<file path="src/rtl/core_trace_uart.sv">
// Trace capture for the RV32 core: buffers debug snapshots in a small frame FIFO
// and sends each one as a 12-byte 8N1 UART packet starting with sync byte 0xA5.
module core_trace_uart #(
    parameter int unsigned CLKS_PER_BIT = 868,
    parameter int unsigned FIFO_DEPTH   = 4
) (
    input  logic        clk_i,
    input  logic        reset_i,
    input  logic        sample_i,
    input  logic [4:0]  reg_address_i,
    input  logic [15:0] mem_address_i,
    input  logic [31:0] reg_data_i,
    input  logic [31:0] mem_data_i,
    output logic        tx_o,
    output logic        busy_o,
    output logic        fifo_full_o,
    output logic [7:0]  drop_count_o
);
    localparam int unsigned AW = $clog2(FIFO_DEPTH);
    localparam int unsigned PW = AW + 1;
    localparam int unsigned FW = 85;
    localparam int unsigned SW = 96;
    localparam int unsigned CW = $clog2(CLKS_PER_BIT);
    localparam logic [CW-1:0] CNT_LAST  = CW'(CLKS_PER_BIT - 1);
    localparam logic [3:0]    LAST_BYTE = 4'd11;
    localparam logic [2:0]    LAST_BIT  = 3'd7;
    localparam logic [7:0]    SYNC_BYTE = 8'hA5;

    typedef enum logic [2:0] {IDLE, LOAD, START, DATA, STOP} state_e;

    logic [FW-1:0] mem_q [FIFO_DEPTH];
    logic [FW-1:0] mem_d [FIFO_DEPTH];
    logic [PW-1:0] wr_ptr_q, wr_ptr_d;
    logic [PW-1:0] rd_ptr_q, rd_ptr_d;
    logic          full_q, full_d;
    logic [7:0]    drop_q, drop_d;

    state_e        state_q, state_d;
    logic [CW-1:0] cnt_q, cnt_d;
    logic [2:0]    bit_q, bit_d;
    logic [3:0]    byte_q, byte_d;
    logic [SW-1:0] shift_q, shift_d;
    logic          tx_q, tx_d;
    logic          busy_q, busy_d;

    logic          empty_c;
    logic          wr_en_c;
    logic          pop_c;
    logic          cnt_last_c;
    logic [7:0]    cur_byte;

    assign empty_c    = (wr_ptr_q == rd_ptr_q);
    assign wr_en_c    = sample_i && !full_q;
    assign pop_c      = (state_q == LOAD);
    assign cnt_last_c = (cnt_q == CNT_LAST);

    // Frame FIFO: admission is judged on the registered full flag only.
    always_comb begin : fifo_next
        mem_d    = mem_q;
        wr_ptr_d = wr_ptr_q;
        rd_ptr_d = rd_ptr_q;
        drop_d   = drop_q;
        if (wr_en_c) begin
            mem_d[wr_ptr_q[AW-1:0]] = {reg_address_i, mem_address_i, reg_data_i, mem_data_i};
            wr_ptr_d = wr_ptr_q + PW'(1);
        end
        if (sample_i && full_q && (drop_q != 8'hFF)) begin
            drop_d = drop_q + 8'd1;
        end
        if (pop_c) begin
            rd_ptr_d = rd_ptr_q + PW'(1);
        end
        full_d = (wr_ptr_d[AW] != rd_ptr_d[AW]) && (wr_ptr_d[AW-1:0] == rd_ptr_d[AW-1:0]);
    end

    // Serialiser: bytes of a frame go out back to back, MSB byte first, LSB bit first.
    always_comb begin : ser_next
        state_d  = state_q;
        cnt_d    = cnt_q;
        bit_d    = bit_q;
        byte_d   = byte_q;
        shift_d  = shift_q;
        tx_d     = 1'b1;
        cur_byte = 8'h00;

        case (state_q)
            IDLE: begin
                if (!empty_c) begin
                    state_d = LOAD;
                end
            end
            LOAD: begin
                shift_d = {SYNC_BYTE, 3'b000, mem_q[rd_ptr_q[AW-1:0]]};
                byte_d  = 4'd0;
                bit_d   = 3'd0;
                cnt_d   = '0;
                state_d = START;
            end
            START: begin
                if (cnt_last_c) begin
                    cnt_d   = '0;
                    bit_d   = 3'd0;
                    state_d = DATA;
                end else begin
                    cnt_d = cnt_q + CW'(1);
                end
            end
            DATA: begin
                if (cnt_last_c) begin
                    cnt_d = '0;
                    if (bit_q == LAST_BIT) begin
                        state_d = STOP;
                    end else begin
                        bit_d = bit_q + 3'd1;
                    end
                end else begin
                    cnt_d = cnt_q + CW'(1);
                end
            end
            STOP: begin
                if (cnt_last_c) begin
                    cnt_d = '0;
                    if (byte_q != LAST_BYTE) begin
                        shift_d = {shift_q[SW-9:0], 8'h00};
                        byte_d  = byte_q + 4'd1;
                        state_d = START;
                    end else if (!empty_c) begin
                        state_d = LOAD;
                    end else begin
                        state_d = IDLE;
                    end
                end else begin
                    cnt_d = cnt_q + CW'(1);
                end
            end
            default: state_d = IDLE;
        endcase

        // Line level is registered from the next state so it lines up with that state.
        cur_byte = shift_d[SW-1 -: 8];
        case (state_d)
            START:   tx_d = 1'b0;
            DATA:    tx_d = cur_byte[bit_d];
            default: tx_d = 1'b1;
        endcase
        busy_d = (state_d != IDLE);
    end

    always_ff @(posedge clk_i) begin : ctrl_regs
        if (reset_i) begin
            wr_ptr_q <= '0;
            rd_ptr_q <= '0;
            full_q   <= 1'b0;
            drop_q   <= 8'h00;
            state_q  <= IDLE;
            cnt_q    <= '0;
            bit_q    <= 3'd0;
            byte_q   <= 4'd0;
            shift_q  <= '0;
            tx_q     <= 1'b1;
            busy_q   <= 1'b0;
        end else begin
            wr_ptr_q <= wr_ptr_d;
            rd_ptr_q <= rd_ptr_d;
            full_q   <= full_d;
            drop_q   <= drop_d;
            state_q  <= state_d;
            cnt_q    <= cnt_d;
            bit_q    <= bit_d;
            byte_q   <= byte_d;
            shift_q  <= shift_d;
            tx_q     <= tx_d;
            busy_q   <= busy_d;
        end
    end

    // Storage needs no reset; occupancy is defined entirely by the pointers.
    always_ff @(posedge clk_i) begin : fifo_mem
        mem_q <= mem_d;
    end

    assign tx_o         = tx_q;
    assign busy_o       = busy_q;
    assign fifo_full_o  = full_q;
    assign drop_count_o = drop_q;

endmodule

</file>
<file path="config.mk">
export PLATFORM = sky130hd
export DESIGN_NAME = core_trace_uart
export DESIGN_NICKNAME = d
export VERILOG_FILES = /design/src/rtl/core_trace_uart.sv
export SDC_FILE = /design/constraint.sdc
export NUM_CORES = 1
export LEC_CHECK = 0
export ABC_AREA = 1
export CAP_MARGIN = 25
export CELL_PAD_IN_SITES_DETAIL_PLACEMENT = 1
export CELL_PAD_IN_SITES_GLOBAL_PLACEMENT = 1
export CORE_ASPECT_RATIO = 1.2
export CORE_MARGIN = 2
export CORE_UTILIZATION = 43
export DETAILED_ROUTE_END_ITERATION = 8
export PLACE_DENSITY_LB_ADDON = 0.1
export SLEW_MARGIN = 10
export SYNTH_ARGS = -nofsm -noshare
export SYNTH_HDL_FRONTEND = slang
export SYNTH_SLANG_ARGS = --single-unit
</file>
<file path="constraint.sdc">
create_clock -name clk_i -period 5.6 [get_ports clk_i]
set_clock_uncertainty 0.15 [all_clocks]
set_input_delay 0.84 -clock clk_i [delete_from_list [all_inputs] [get_ports clk_i]]
set_output_delay 0.84 -clock clk_i [all_outputs]
set_load 0.1 [all_outputs]
</file>
==> impl_metrics.toml, run 1 <==
[status]
outcome = "finished, final reports clean"

[power]
pwr-share-comb_pct = 22.3
p_total_w = 0.00974
p_leak_nw = 7.16
power.density_mw_per_mm2 = 455
p_sw_share_pct = 32.0
vdd_drop_max_v = 0.000263
p_switching_w = 0.00312
intPower_w = 0.00662
p_seq_share_pct = 44.5
power.share.clock_pct = 33.2

[drt]
vias = 12399
dr.pass1.iters = 5
drt_iter0_drc = 681
wirelength_mm = 47.3
ant_nets = 0
routedWlPerCell_um = 20.7
drc = 0
via_per_inst = 5.43

[yosys]
ys.flop_type = "edfxtp_1"
synth_cell_types = 40
synthAdderAreaFrac_pct = 0.613
synth-edff-count = 340
synth.avg_cell_area_sq_um = 11.3
synth-xor-area-share_pct = 0.525
syn_area_sq_mm = 0.0184
async_flop_share_pct = 0
yosys_warnings = 0
yosysSeqAreaShare_pct = 70.1
ys_ff_latch = 473
synth_mux_area_share_pct = 0
synth-compound-area-share_pct = 11.9
synthCells = 1623
synth-simple-area-share_pct = 13.1
synth_top_family_by_area = "simple AND/OR/NAND/NOR gates"
synth_nets = 1720

[die]
io_pins = 99
die_w_um = 193
core_sq_mm = 0.0420
die_area_sq_mm = 0.0444
die_h_um = 230
rows = 82
start_util_pct = 43.7

[sta]
setup_tns_ps = 0
finalCritPeriodShare_pct = 55.8
hold_violations = 0
fin_crit_ps = 3120
slew_headroom_pct = 30.4
grt_setup_unrepaired = "false"
maxSlewViolCount = 0
hold_ws_ps = 311
worstMarginPinSlew_ps = 1040
setup_viol = 0
fmax_ghz = 0.320

[setup_path]
crit_slowest_cell = "clkdlybuf4s50_1"
critPathArrivalTime_ps = 2130
path_cells = "clkdlybuf4s50_1"
required_ps = 4610
worst-path-max-fanout = 4
crit_path_max_incr_delay_ps = 1160
path_buf_inv = 1
cp-start-kind = "flip-flop"
critPathCaptureType = "output pin"
crit_type = "reg -> out"
critPathTopFamily = "buffers and inverters"

[cells_and_area]
nNetsFinal = 1795
n_antenna_cell = 0
syn_to_final_growth_pct = 16.5
nFillCells = 4398
drive_gt1_share_pct = 8.00

[placement]
gp_congestion = 0.742
hpwl_mm = 28.6
place.port_buffers = 98

[cts]
clk_latency_ps = 580
cts_buffer_depth = 3
htree_levels = 2
clk_pin_slew_ps = 60
cts_hold_buf = 0
numCtsBuffers = 49
cts.sinks = 473
cts_root_buf = "clkbuf_16"
cts_tree = "built"
cts_resized = 0
postCtsSetupBuffers = 0

[min_path]
hold_path_class = "reg -> reg"

[global_route]
grt_use_total_pct = 21.9
grt_pass1_wl_mm = 74.7
grt_overflow = 0
grt_max_degree = 91
grt_pass1_vias = 13232
antenna_found_initial = 0

[job]
maxCapViolations = 0
[per-stage QoR]
step,std cells,setup slack [ps],instance area (sq um),utilization [%]
2_1_floorplan,1623,221,18400,-
3_3_place_gp,2192,1990,19800,47.1
3_5_place_dp,2192,1940,19800,47.1
4_1_cts,2283,2440,21400,50.9
5_1_grt,2284,2310,21400,51.0
6_report,2284,2480,21400,51.0
[power by group through the flow]
stage	Sequential (W)	Combinational [W]	Clock, W
floorplan	0.00432	0.00152	0
CTS	0.00434	0.00222	0.00331
global route	0.00437	0.00245	0.00344
finish	0.00434	0.00217	0.00323
detailed placement	0.00441	0.00220	0
global placement	0.00440	0.00213	0
[routing by layer]
layer	up-vias	global-route usage [%]	part of all wire, %
li1	5900	-	-
met1	6245	27.9	44
met2	188	38.7	51
met3	66	3.31	3.0
met4	0	5.89	2.1
met5	-	0	0
[placed cells by master, fill, tap and decap left out, types with 34 or more instances in the layout]
cell type / instances
a21oi_1: 34
a31oi_1: 80
clkbuf_16: 53
clkdlybuf4s50_1: 97
dfxtp_1: 131
edfxtp_1: 340
inv_1: 40
nand2_1: 312
nor2_1: 207
o21ai_0: 186
o22ai_1: 85
[area by class of cell]
type | instances | area (sq um) | share of cell area [%]
clock inverter | 22 | 173 | 0.807
multi-input combinational | 1000 | 4820 | 22.6
inverter | 53 | 205 | 0.959
timing repair buffer | 121 | 1190 | 5.56
sequential | 473 | 12900 | 60.2
tap | 546 | 683 | 3.19
clock buffer | 69 | 1440 | 6.72
[kinds of logic (layout without fill, tap and decap cells)]
family,count (synthesis),in the layout
AND/OR/NAND/NOR,589,589
XOR/XNOR,11,11
adder cells (fa/ha/maj),9,9
flip-flops,473,473
buffers and inverters,150,265
AO/OA/AOI/OAI,391,391
[worst paths after layout]
path	start	end	slack, ps	cells past startpoint
worst max-delay path	drop_count_o[2]	drop_count_o[2]	2480	1
worst max register to register	byte_q[0]	shift_q[30]	2620	10
worst min-delay path	shift_q[7]	shift_q[7]	310	2
worst min register to register	shift_q[7]	shift_q[7]	310	2
[state kept, by name (all words and copies together) (netlist names)]
name,count
mem_q,340
shift_q,96
cnt_q,10
drop_count_o,8
byte_q,4
bit_q,3
rd_ptr_q,3
state_q,3
wr_ptr_q,3
busy_o,1
fifo_full_o,1
tx_o,1
[cell usage after synthesis, drive strengths merged (2+ instances only)]
| cell | n | area [sq um] |
|---|---|---|
| xor2 | 6 | 52.6 |
| a31oi | 80 | 500 |
| nand2 | 319 | 1220 |
| inv | 51 | 191 |
| nor3 | 4 | 20.0 |
| buf | 44 | 285 |
| a21oi | 34 | 170 |
| xnor2 | 5 | 43.8 |
| o21ai | 187 | 936 |
| nand4 | 5 | 31.3 |
| clkbuf | 53 | 199 |
| nand3b | 8 | 60.1 |
| clkinv | 2 | 7.51 |
| ha | 9 | 113 |
| edfxtp | 340 | 10200 |
| nand3 | 30 | 183 |
| o22ai | 85 | 532 |
| dfxtp | 133 | 2660 |
| nor2 | 219 | 868 |
| a32oi | 2 | 17.5 |
[worst reg2reg max path: cells and delay by family, from the launching register on]
kind            cells  cell delay (ps)
flops               1              380
compound gates      1              170
buf+inv             2             1210
simple gates        6              800
fa+ha+maj           1              200
Note: power is estimated with default switching activity, not from simulation.
==> run 2: changes to the inputs <==
--- a/config.mk
+++ b/config.mk
@@ -11,7 +11,7 @@
 export CELL_PAD_IN_SITES_GLOBAL_PLACEMENT = 1
 export CORE_ASPECT_RATIO = 1.2
 export CORE_MARGIN = 2
-export CORE_UTILIZATION = 43
+export CORE_UTILIZATION = 48
 export DETAILED_ROUTE_END_ITERATION = 8
 export PLACE_DENSITY_LB_ADDON = 0.1
 export SLEW_MARGIN = 10
==> constraint.sdc (replaced) <==
create_clock -name clk_i -period 3 [get_ports clk_i]
set_clock_uncertainty 0.15 [all_clocks]
set_input_delay 0.45 -clock clk_i [delete_from_list [all_inputs] [get_ports clk_i]]
set_output_delay 0.45 -clock clk_i [all_outputs]
set_load 0.1 [all_outputs]
==> run 2 against run 1 <==
  * Die area fell by 10%
  * First-iteration DRC count grew 21%
  * Register-to-register slack worse by 2000 ps
  * Power rose by 87%
  * Non-clock buffer count is 3 higher
  * Utilization increased by 5.7 points
  * Critical path depth rose by 9
  * Final area barely moved
  * Combinational power increased by 95%
  * Critical endpoint is now shift_q[44]
  * Largest cell class unchanged
  * Highest routed layer unchanged
==> impl_metrics.toml, run 2 (same netlist as run 1, synthesis figures left out) <==
[status]
outcome = "finished, final reports clean"

[sta]
hold_ws_ps = 66.3
finalCritPeriodShare_pct = 80.3
slew_headroom_pct = 44.5
fmax_ghz = 0.415
grt_setup_unrepaired = "false"
fin_crit_ps = 2410
setup_tns_ps = 0
hold_violations = 0
maxSlewViolCount = 0
worstMarginPinSlew_ps = 832
setup_viol = 0

[cts]
cts_root_buf = "clkbuf_16"
numCtsBuffers = 48
clk_pin_slew_ps = 60
clk_latency_ps = 550
cts.sinks = 473
cts_resized = 0
cts_tree = "built"
postCtsSetupBuffers = 0
cts_buffer_depth = 3
cts_hold_buf = 0
htree_levels = 2

[setup_path]
required_ps = 3320
worst-path-max-fanout = 49
cp-start-kind = "flip-flop"
crit_type = "reg -> reg"
critPathCaptureType = "flip-flop"
critPathArrivalTime_ps = 2730

[min_path]
hold_path_class = "in -> reg"

[cells_and_area]
largest_register_ff_count = 340
drive_gt1_share_pct = 8.69
final_area_sq_mm = 0.0214
top_register = "mem_q"
regArea_sq_mm = 0.0129
final_util_pct = 56.7
syn_to_final_growth_pct = 16.6
nNetsFinal = 1797
layout_common_cells = "340 x edfxtp_1, 312 x nand2_1, 207 x nor2_1"
multi_input_area_sq_mm = 0.00482
nFillCells = 3845
top_regs = "mem_q (340), shift_q (96), cnt_q (10)"
mostFrequentLayoutCell = "edfxtp_1"

[drt]
drc = 0
wirelength_mm = 46.3
drt_iter0_drc = 823
vias = 12574
routedWlPerCell_um = 20.9
dr.pass1.iters = 4
ant_nets = 0
via_per_inst = 5.67

[die]
die_h_um = 218
die_area_sq_mm = 0.0398
core_sq_mm = 0.0378
die_w_um = 183
io_pins = 99
start_util_pct = 48.6
rows = 78

[global_route]
grt_use_total_pct = 23.6
grt_overflow = 0
antenna_found_initial = 1
grt_max_degree = 106
grt_pass1_wl_mm = 73.3
grt_pass1_vias = 13288

[placement]
hpwl_mm = 27.0
dpl-instance-area_sq_mm = 0.0198
place.port_buffers = 98
gp_congestion = 0.762

[job]
maxCapViolations = 0

[power]
p_leak_nw = 7.22
vdd_drop_max_v = 0.000491
power.density_mw_per_mm2 = 848
==> run 2: power by group <==
part           internal [W]  switching, W  total, W  leakage [nW]
sequential          0.00764      0.000391   0.00803          4.20
clock               0.00349       0.00241   0.00590         0.774
combinational       0.00132       0.00292   0.00423          2.24
==> run 2: stage by stage <==
step / setup slack, ps / std cells / power, W
2_1_floorplan: -665 / 1623 / 0.0109
3_3_place_gp: 448 / 2130 / 0.0122
3_5_place_dp: 395 / 2130 / 0.0124
4_1_cts: 529 / 2218 / 0.0183
5_1_grt: 365 / 2218 / 0.0191
6_report: 590 / 2219 / 0.0182
==> run 2: worst paths after layout <==
path	startpoint	endpoint	slack, ps	depth (start not counted)
setup / recovery	cnt_q[1]	shift_q[44]	590	10
hold reg to reg	shift_q[86]	shift_q[86]	310	2
hold / removal	reset_i	shift_q[6]	70	2
setup reg to reg	cnt_q[1]	shift_q[44]	590	10
==> run 2: worst max-delay path: stages (launching register included) <==
cell     delay, ps
dfxtp_1        380
ha_1           220
nand2_1         80
nor2_2         130
inv_2           80
nor2_8         160
nand2_4        120
inv_2          360
buf_12         300
nand2_1        100
a31oi_1        200
==> run 2: per-layer routing <==
layer | global-route usage [%] | share of wire, % | up-vias | routed length, um
met5 | 0 | 0 | - | 0
li1 | - | - | 5923 | -
met3 | 3.02 | 3.7 | 71 | 1730
met1 | 30.2 | 43 | 6347 | 19700
met4 | 7.88 | 2.7 | 0 | 1230
met2 | 41.8 | 51 | 233 | 23600
==> run 2: area by class of cell <==
class / count / area share (%)
Timing Repair Buffer: 124 / 6.17
Tap cell: 480 / 2.81
Clock inverter: 17 / 0.631
Inverter: 53 / 0.958
Sequential cell: 473 / 60.2
Clock buffer: 71 / 6.73
Antenna cell: 1 / 0.0117
Multi-Input combinational cell: 1000 / 22.5
